`config.mk`:
```
export PLATFORM = sky130hd
export DESIGN_NAME = pipelined_chunk_adder
export DESIGN_NICKNAME = d
export VERILOG_FILES = /design/src/rtl/synth_arith_pkg.sv /design/src/rtl/chunk_adder_stage.sv /design/src/rtl/pipelined_chunk_adder.sv
export SDC_FILE = /design/constraint.sdc
export NUM_CORES = 1
export LEC_CHECK = 0
export ABC_AREA = 0
export ABC_CLOCK_PERIOD_IN_PS = 7500
export CORE_ASPECT_RATIO = 1.1
export CORE_MARGIN = 3
export CORE_UTILIZATION = 40
export CTS_CLUSTER_DIAMETER = 40
export CTS_CLUSTER_SIZE = 40
export DETAILED_ROUTE_END_ITERATION = 12
export PLACE_DENSITY = 0.59
export SLEW_MARGIN = 20
export SYNTH_ARGS = -nofsm -noshare
export SYNTH_HDL_FRONTEND = slang
export SYNTH_SLANG_ARGS = --single-unit
```
`constraint.sdc`:
```
create_clock -name clk -period 7.5 [get_ports clk]
set_clock_uncertainty 0.1 [all_clocks]
set_input_delay 1.5 -clock clk [delete_from_list [all_inputs] [get_ports clk]]
set_output_delay 1.5 -clock clk [all_outputs]
set_load 0.01 [all_outputs]
```
`src/rtl/synth_arith_pkg.sv`:
```
// Shared arithmetic helpers for the synth voice datapath: stage-count and
// signed saturation limits expressed as width-parameterised functions.
package synth_arith_pkg;

    localparam int MAX_WIDTH = 64;

    // Ceiling log2, usable in constant expressions.
    function automatic int clog2(input int value);
        int r;
        int v;
        r = 0;
        v = value - 1;
        while (v > 0) begin
            r++;
            v = v >> 1;
        end
        return r;
    endfunction

    // Number of CHUNK-bit carry stages needed to cover WIDTH bits.
    function automatic int num_stages(input int width, input int chunk);
        return (chunk > 0) ? (width / chunk) : 0;
    endfunction

    // Largest positive two's-complement value of the given width.
    function automatic logic [MAX_WIDTH-1:0] sat_max(input int width);
        return (64'd1 << (width - 1)) - 64'd1;
    endfunction

    // Most negative two's-complement value of the given width.
    function automatic logic [MAX_WIDTH-1:0] sat_min(input int width);
        return 64'd1 << (width - 1);
    endfunction

endpackage

```
`src/rtl/chunk_adder_stage.sv`:
```
// Combinational CHUNK-bit ripple-carry adder built from one-bit full adders.
// The parent registers its outputs; this block holds no state.
module chunk_adder_stage #(
    parameter int CHUNK = 4
) (
    input  logic [CHUNK-1:0] a,
    input  logic [CHUNK-1:0] b,
    input  logic             c_in,
    output logic [CHUNK-1:0] sum,
    output logic             c_out
);

    logic [CHUNK:0] carry;

    assign carry[0] = c_in;

    genvar i;
    for (i = 0; i < CHUNK; i++) begin : g_fa
        assign sum[i]       = a[i] ^ b[i] ^ carry[i];
        assign carry[i + 1] = (a[i] & b[i]) | (carry[i] & (a[i] ^ b[i]));
    end

    assign c_out = carry[CHUNK];

endmodule

```
`src/rtl/pipelined_chunk_adder.sv`:
```
// Pipelined add/subtract unit: the carry chain is cut into CHUNK-bit stages,
// one stage per clock, with optional signed saturation on the final stage.
// The whole pipe advances together whenever the output slot is free or taken.
module pipelined_chunk_adder
    import synth_arith_pkg::*;
#(
    parameter int WIDTH    = 16,
    parameter int CHUNK    = 4,
    parameter int SATURATE = 1
) (
    input  logic             clk,
    input  logic             reset,
    input  logic             in_valid,
    output logic             in_ready,
    input  logic [WIDTH-1:0] a,
    input  logic [WIDTH-1:0] b,
    input  logic             c_in,
    input  logic             in_sub,
    output logic             out_valid,
    input  logic             out_ready,
    output logic [WIDTH-1:0] sum,
    output logic             c_out,
    output logic             overflow
);

    localparam int STAGES = num_stages(WIDTH, CHUNK);
    localparam int PIPE   = (STAGES > 1) ? STAGES - 1 : 1;
    localparam int LAST   = STAGES - 1;

    if (CHUNK < 1 || WIDTH < 1 || WIDTH > MAX_WIDTH || (WIDTH % CHUNK) != 0) begin : g_param_check
        $error("pipelined_chunk_adder: WIDTH must be a multiple of CHUNK");
    end

    // Clamp to the signed limit in the direction of the operand sign.
    function automatic logic [WIDTH-1:0] saturate(input logic [WIDTH-1:0] raw,
                                                  input logic             ovf,
                                                  input logic             neg);
        if (SATURATE != 0 && ovf)
            return neg ? WIDTH'(sat_min(WIDTH)) : WIDTH'(sat_max(WIDTH));
        return raw;
    endfunction

    logic adv;
    logic accept;

    // Per-stage combinational view: operands, carry-in and partial result
    logic [WIDTH-1:0] a_st   [STAGES];
    logic [WIDTH-1:0] b_st   [STAGES];
    logic [WIDTH-1:0] r_st   [STAGES];
    logic [WIDTH-1:0] r_nx   [STAGES];
    logic [CHUNK-1:0] s_st   [STAGES];
    logic             c_st   [STAGES];
    logic             co_st  [STAGES];
    logic             v_st   [STAGES];
    logic             sa_st  [STAGES];
    logic             sb_st  [STAGES];

    // Inter-stage pipeline registers (stage k output feeds stage k+1)
    logic [WIDTH-1:0] a_q    [PIPE];
    logic [WIDTH-1:0] b_q    [PIPE];
    logic [WIDTH-1:0] r_q    [PIPE];
    logic             c_q    [PIPE];
    logic             vld_q  [PIPE];
    logic             sa_q   [PIPE];
    logic             sb_q   [PIPE];

    // Output stage registers
    logic             out_valid_q;
    logic [WIDTH-1:0] sum_q;
    logic [WIDTH-1:0] sum_d;
    logic             c_out_q;
    logic             ovf_q;
    logic             ovf_d;
    logic [WIDTH-1:0] raw_d;

    assign adv      = !out_valid_q || out_ready;
    assign in_ready = adv;
    assign accept   = in_valid && adv;

    // Stage 0 conditioning: subtract is a + ~b + ~borrow
    assign a_st[0]  = a;
    assign b_st[0]  = in_sub ? ~b : b;
    assign c_st[0]  = in_sub ^ c_in;
    assign r_st[0]  = '0;
    assign v_st[0]  = accept;
    assign sa_st[0] = a[WIDTH-1];
    assign sb_st[0] = in_sub ? ~b[WIDTH-1] : b[WIDTH-1];

    genvar k;
    for (k = 0; k < STAGES; k++) begin : g_stage
        if (k > 0) begin : g_link
            assign a_st[k]  = a_q[k-1];
            assign b_st[k]  = b_q[k-1];
            assign r_st[k]  = r_q[k-1];
            assign c_st[k]  = c_q[k-1];
            assign v_st[k]  = vld_q[k-1];
            assign sa_st[k] = sa_q[k-1];
            assign sb_st[k] = sb_q[k-1];
        end

        chunk_adder_stage #(.CHUNK(CHUNK)) u_add (
            .a     (CHUNK'(a_st[k] >> (k * CHUNK))),
            .b     (CHUNK'(b_st[k] >> (k * CHUNK))),
            .c_in  (c_st[k]),
            .sum   (s_st[k]),
            .c_out (co_st[k])
        );

        // Merge this stage's chunk into the completed lower result bits
        assign r_nx[k] = r_st[k] | (WIDTH'(s_st[k]) << (k * CHUNK));

        if (k < LAST) begin : g_reg
            // Stage valid bit: cleared on reset, shifts with the pipe
            always_ff @(posedge clk) begin
                if (reset)
                    vld_q[k] <= 1'b0;
                else if (adv)
                    vld_q[k] <= v_st[k];
            end

            // Stage data: operands, partial result, carry and sign bits
            always_ff @(posedge clk) begin
                if (adv) begin
                    a_q[k]  <= a_st[k];
                    b_q[k]  <= b_st[k];
                    r_q[k]  <= r_nx[k];
                    c_q[k]  <= co_st[k];
                    sa_q[k] <= sa_st[k];
                    sb_q[k] <= sb_st[k];
                end
            end
        end
    end

    // Final stage: signed overflow from carried sign bits, then saturate
    assign raw_d = r_nx[LAST];
    assign ovf_d = (sa_st[LAST] == sb_st[LAST]) && (raw_d[WIDTH-1] != sa_st[LAST]);
    assign sum_d = saturate(raw_d, ovf_d, sa_st[LAST]);

    // Output register: cleared on reset, holds while downstream stalls
    always_ff @(posedge clk) begin
        if (reset) begin
            out_valid_q <= 1'b0;
            sum_q       <= '0;
            c_out_q     <= 1'b0;
            ovf_q       <= 1'b0;
        end else if (adv) begin
            out_valid_q <= v_st[LAST];
            sum_q       <= sum_d;
            c_out_q     <= co_st[LAST];
            ovf_q       <= ovf_d;
        end
    end

    assign out_valid = out_valid_q;
    assign sum       = sum_q;
    assign c_out     = c_out_q;
    assign overflow  = ovf_q;

endmodule
```
**Word level (Yosys, flattened, before mapping)**

Memory sizes are Yosys's and may differ from the RTL's. A register that Yosys moved wholly into a read port is not among the register bits.
Index checks and enable logic that the tools add are counted.

- Logic and storage cells: 120
- Register bits: 18
- Memories: 7
- Memory bits (writable): 156
- Bits of input ports: 38
- Output and inout port bits: 20

Memory list:

| name | depth | bits a word | rd ports | clocked after memory_dff | wr ports | RTL line | RTL |
|---|---|---|---|---|---|---|---|
| a_q | 3 | 16 | 3 | 0 | 3 | pipelined_chunk_adder.sv:59 | `logic [WIDTH-1:0] a_q [PIPE];` |
| b_q | 3 | 16 | 3 | 0 | 3 | pipelined_chunk_adder.sv:60 | `logic [WIDTH-1:0] b_q [PIPE];` |
| r_q | 3 | 16 | 3 | 0 | 3 | pipelined_chunk_adder.sv:61 | `logic [WIDTH-1:0] r_q [PIPE];` |
| c_q | 3 | 1 | 3 | 0 | 3 | pipelined_chunk_adder.sv:62 | `logic c_q [PIPE];` |
| sa_q | 3 | 1 | 3 | 0 | 3 | pipelined_chunk_adder.sv:64 | `logic sa_q [PIPE];` |
| sb_q | 3 | 1 | 3 | 0 | 3 | pipelined_chunk_adder.sv:65 | `logic sb_q [PIPE];` |
| +1 memories | n/a | n/a | n/a | n/a | n/a | n/a |  |

- Bitwise gates (word level): 89
- Muxes and demuxes: 15
- Reduce and logical (&&, ||, !) cells: 4
- Eq/ne operators: 2

Operators with widths:

| cell | number |
|---|---|
| two-way mux 16 bit | 4 |
| bitwise XOR 1 bit | 33 |
| bitwise AND 1 bit | 32 |
| OR 1 bit | 19 |
| inverter 16 bit | 1 |
| OR 16 x 12 -> 16 bit | 1 |
| OR 16 bit | 1 |
| OR 16 x 8 -> 16 bit | 1 |
| two-way mux 1 bit | 11 |
| logical AND 1 bit | 2 |
| == test 1 bit | 1 |
| logical NOT 1 bit | 1 |
| logical OR 1 bit | 1 |
| inequality test 1 bit | 1 |
| inverter 1 bit | 1 |

**Longest topological paths before layout**

An unclocked memory read counts as a cell.

- Word-level depth: 14
- Gate-level depth with buffers: 11
- Depth with buffers taken out: 10

**Hierarchy**

From an unflattened synthesis, not the netlist that was laid out.

- Cells, all modules: 214
- Area total of the unflattened synthesis: 3681.0 um^2

Modules (own cells, without submodules):

| module | cells an instance | area an instance (um^2) | sequential area each (um^2) | instances |
|---|---|---|---|---|
| pipelined_chunk_adder | 158 | 3210.6 | 2722.6 | 1 |
| chunk_adder_stage | 14 | 117.6 | 0.0 | 4 |

**Worst setup path after synthesis**

No wires, ideal clock.

- Path kind: in2out
- Start point: input out_ready
- End point: output in_ready
- Arrival: 2562 ps
- Stages on the path: 3
- Data required time: 5900 ps
- Path buffers: 1
- Slack: 3338 ps
- Cell sequence: nor2b_1 > buf_6 > inv_2

- Cells in the longest elaborated chain, start to end: 1

Ends and longest elaborated chain:

| element | RTL line | RTL |
|---|---|---|
| start: declaration | pipelined_chunk_adder.sv:20 | `input logic out_ready,` |
| logical OR 1 bit | pipelined_chunk_adder.sv:76 | `assign adv = !out_valid_q \|\| out_ready;` |
| end: declaration | pipelined_chunk_adder.sv:14 | `output logic in_ready,` |

Every way passes these cells.

**Worst setup path in the final report**

Same ends and word-level chain as after synthesis.

==> run metrics <==
via count=1767; area grow syn2layout=22.46%; syn_area_per_cell=17.70 um2; Worst Path Max Fanout=7; post-cts gate resize count=0; CTS root buffer=clkbuf_8; number of setup violations in the final report=0; Hold Startpoint=b_q[0][30]; CTS Sinks=between 90 and 100; worst skew pair latency=0.35 ns; DP Wirelength=3.314 mm; TritonRoute pass-1 iters=4; post-DR vias/cell=4.519; Initial Utilization=41.48%; Syn. warnings=0; number of CTS-inserted buffers=9; number of I/O pins=58; worst slew pin tran=0.9717 ns; worst setup margin=2.745 ns; Ant. Diodes=0; Most Frequent Cell on Critical Path=clkdlybuf4s50_1; Clk pin slew, worst setup/hold paths=approximately 0.080 ns; Rows=36; vias in the first global route=1793; Final #Nets=approximately 330; Fillers=802; CTS tree=built; post-cts hold buffer count=0; FMAX=210.3 MHz; DRT Wirelength=between 4 and 5 mm; Worst EP required=5.90 ns; Remaining DRCs=0; P per Cell Area=265.4 nW/um2; slew margin rel.=a little over a third; Critical Path End Type=output pin; post-DR wirelength/cell=12.76 um; CP peak stage delay=0.60 ns; post-route antenna net violation count=0; fraction of layout cells with a size suffix above 1=10.47%; Mapped Nets=~260; Hold Fails Final Rpt=0; Iter 0 DRT Violations=34; Clock Tree Buf Depth=2; slowest CP cell=nor2b_1; Synth cell types=25; LEAKAGE=1.759 nW; largest net degree at the start of global routing=81; H-Tree Depth=3; Post-Place Cells=375; cell area after synthesis=3700 um2; unrepaired setup endpoints after global routing=no; Die Ht=106.9 um; critical path class=input pin to output pin; final cycle utilization of the critical path=63.40%; dpl ws=2.738 ns; worst path arrival time=3.15 ns; area of the multi-input gates=787.0 um2; crit path launch type=input pin; fin crit period=~4.8 ns; sequential fraction of the synthesis area=73.59%; die width=97.70 um; gr ovfl total=0; outcome=completed; crit path launch=out_ready; Setup Buffers After CTS=0; max-slew violation count=0; sum of negative setup slack=0 ns; peak supply drop=between 0.00008 and 0.00009 V; initial antenna violation count=0; GRT Total Usage=10.77%; GPL Wtd Cong=0.7200; # port buffers=57; Core Area=8919 um2; Sequential Area=2723 um2; Mapped Cells=209; Reg-to-Reg Start=b_q[0][44]; first-pass GRT wire length=8.383 mm; Non-Filler Instances=just under 400; Max Cap Viol=0; die area=10440 um2; flops & latches, synth=97; worst hold path class=flip-flop to flip-flop; crit-path cells=clkdlybuf4s50_1 -> nor2b_1 -> clkinv_2 -> clkdlybuf4s50_1
-- cell usage after synthesis --
master	count	share of area [%]
edfxtp_1	78	63
ha_1	1	0.34
xnor2_1	2	0.47
nor3_4	1	0.44
dfxtp_1	19	10
and2_1	3	0.51
or3_1	1	0.17
a221o_1	2	0.54
a21oi_1	2	0.27
a211oi_1	1	0.20
nand3_1	1	0.14
nand2_1	3	0.30
buf_6	3	0.91
xor2_1	16	3.8
fa_1	16	8.7
a221o_2	13	4.0
nor2b_1	1	0.17
a211oi_4	1	0.54
buf_4	2	0.41
o211ai_1	1	0.20
inv_1	34	3.4
buf_2	2	0.27
nor2_1	4	0.41
nor2_2	1	0.17
inv_2	1	0.10
-- cells by family (layout without fill, tap and decap cells) --
family | Yosys count | in the layout | share of synthesized area [%]
AND/OR/NAND/NOR | 15 | 15 | 2.300
buffers and inverters | 42 | 110 | 5.140
AO/OA/AOI/OAI | 20 | 20 | 5.715
flip-flops | 97 | 97 | 73.59
XOR/XNOR | 18 | 18 | 4.261
adder cells (fa/ha/maj) | 17 | 17 | 8.996
-- power breakdown --
part | leakage [nW] | internal, mW | switching (mW) | total, mW
registers | 0.985 | 0.690 | 0.0352 | 0.726
logic | 0.695 | 0.109 | 0.0784 | 0.187
clock network | 0.0790 | 0.131 | 0.159 | 0.290
total | 1.76 | 0.930 | 0.272 | 1.20
-- cell type report --
type	count	area share, %
clock buffer	16	3.535
inverter	35	2.927
tap	114	3.148
multi-input combinational	70	17.37
sequential	97	60.09
timing repair buffer	59	12.92
-- sequential cells by signal (all words and copies together) (netlist names) --
register	flops
out_valid	1
overflow	1
a_q	22
sb_q	2
vld_q	3
c_q	3
c_out	1
sum	16
b_q	22
r_q	24
sa_q	2
-- stage by stage --
| stage | total power [mW] | util (%) | hold slack [ns] | cell area [um2] |
|---|---|---|---|---|
| after floorplan | 0.8301 | - | 0.3003 | 3700 |
| after global placement | 0.9236 | 49.00 | 0.3011 | 4370 |
| after detailed placement | 0.9328 | 49.00 | 0.3045 | 4370 |
| after CTS | 1.224 | 50.80 | 0.3200 | 4531 |
| after global routing | 1.272 | 50.80 | 0.3261 | 4531 |
| final | 1.203 | 50.80 | 0.3204 | 4531 |
-- cell usage in the layout, fill, tap and decap left out, types with 2 or more instances in the layout --
cell and count:
clkbuf_1 6, xor2_1 16, edfxtp_1 78, clkbuf_8 10, buf_4 2, nand2_1 3
fa_1 16, a221o_2 13, a221o_1 2, clkdlybuf4s50_1 57, nor2_1 4, dfxtp_1 19
inv_1 34, and2_1 3, xnor2_1 2, a21oi_1 2
-- worst max-delay path, delay by kind of cell --
family,cells,cell delay (ns)
buffers and inverters,3,1.05
and+or+nand+nor,1,0.60
-- worst paths after layout --
kind	to	slack, ns	depth (start not counted)
min	b_q[0][46]	0.32	0
max reg2reg	sum[13]	4.09	10
min reg2reg	b_q[0][46]	0.32	0
max	in_ready	2.75	4
-- layer usage --
| metal | track usage (%) | wire, um | share of wire, % |
|---|---|---|---|
| met4 | 7.122 | 159 | 3.2 |
| met2 | 17.29 | 2589 | 52 |
| met3 | 3.774 | 216 | 4.3 |
| met5 | 0 | 0 | 0 |
| met1 | 12.17 | 2023 | 41 |
Note: power is estimated with default switching activity, not from simulation.
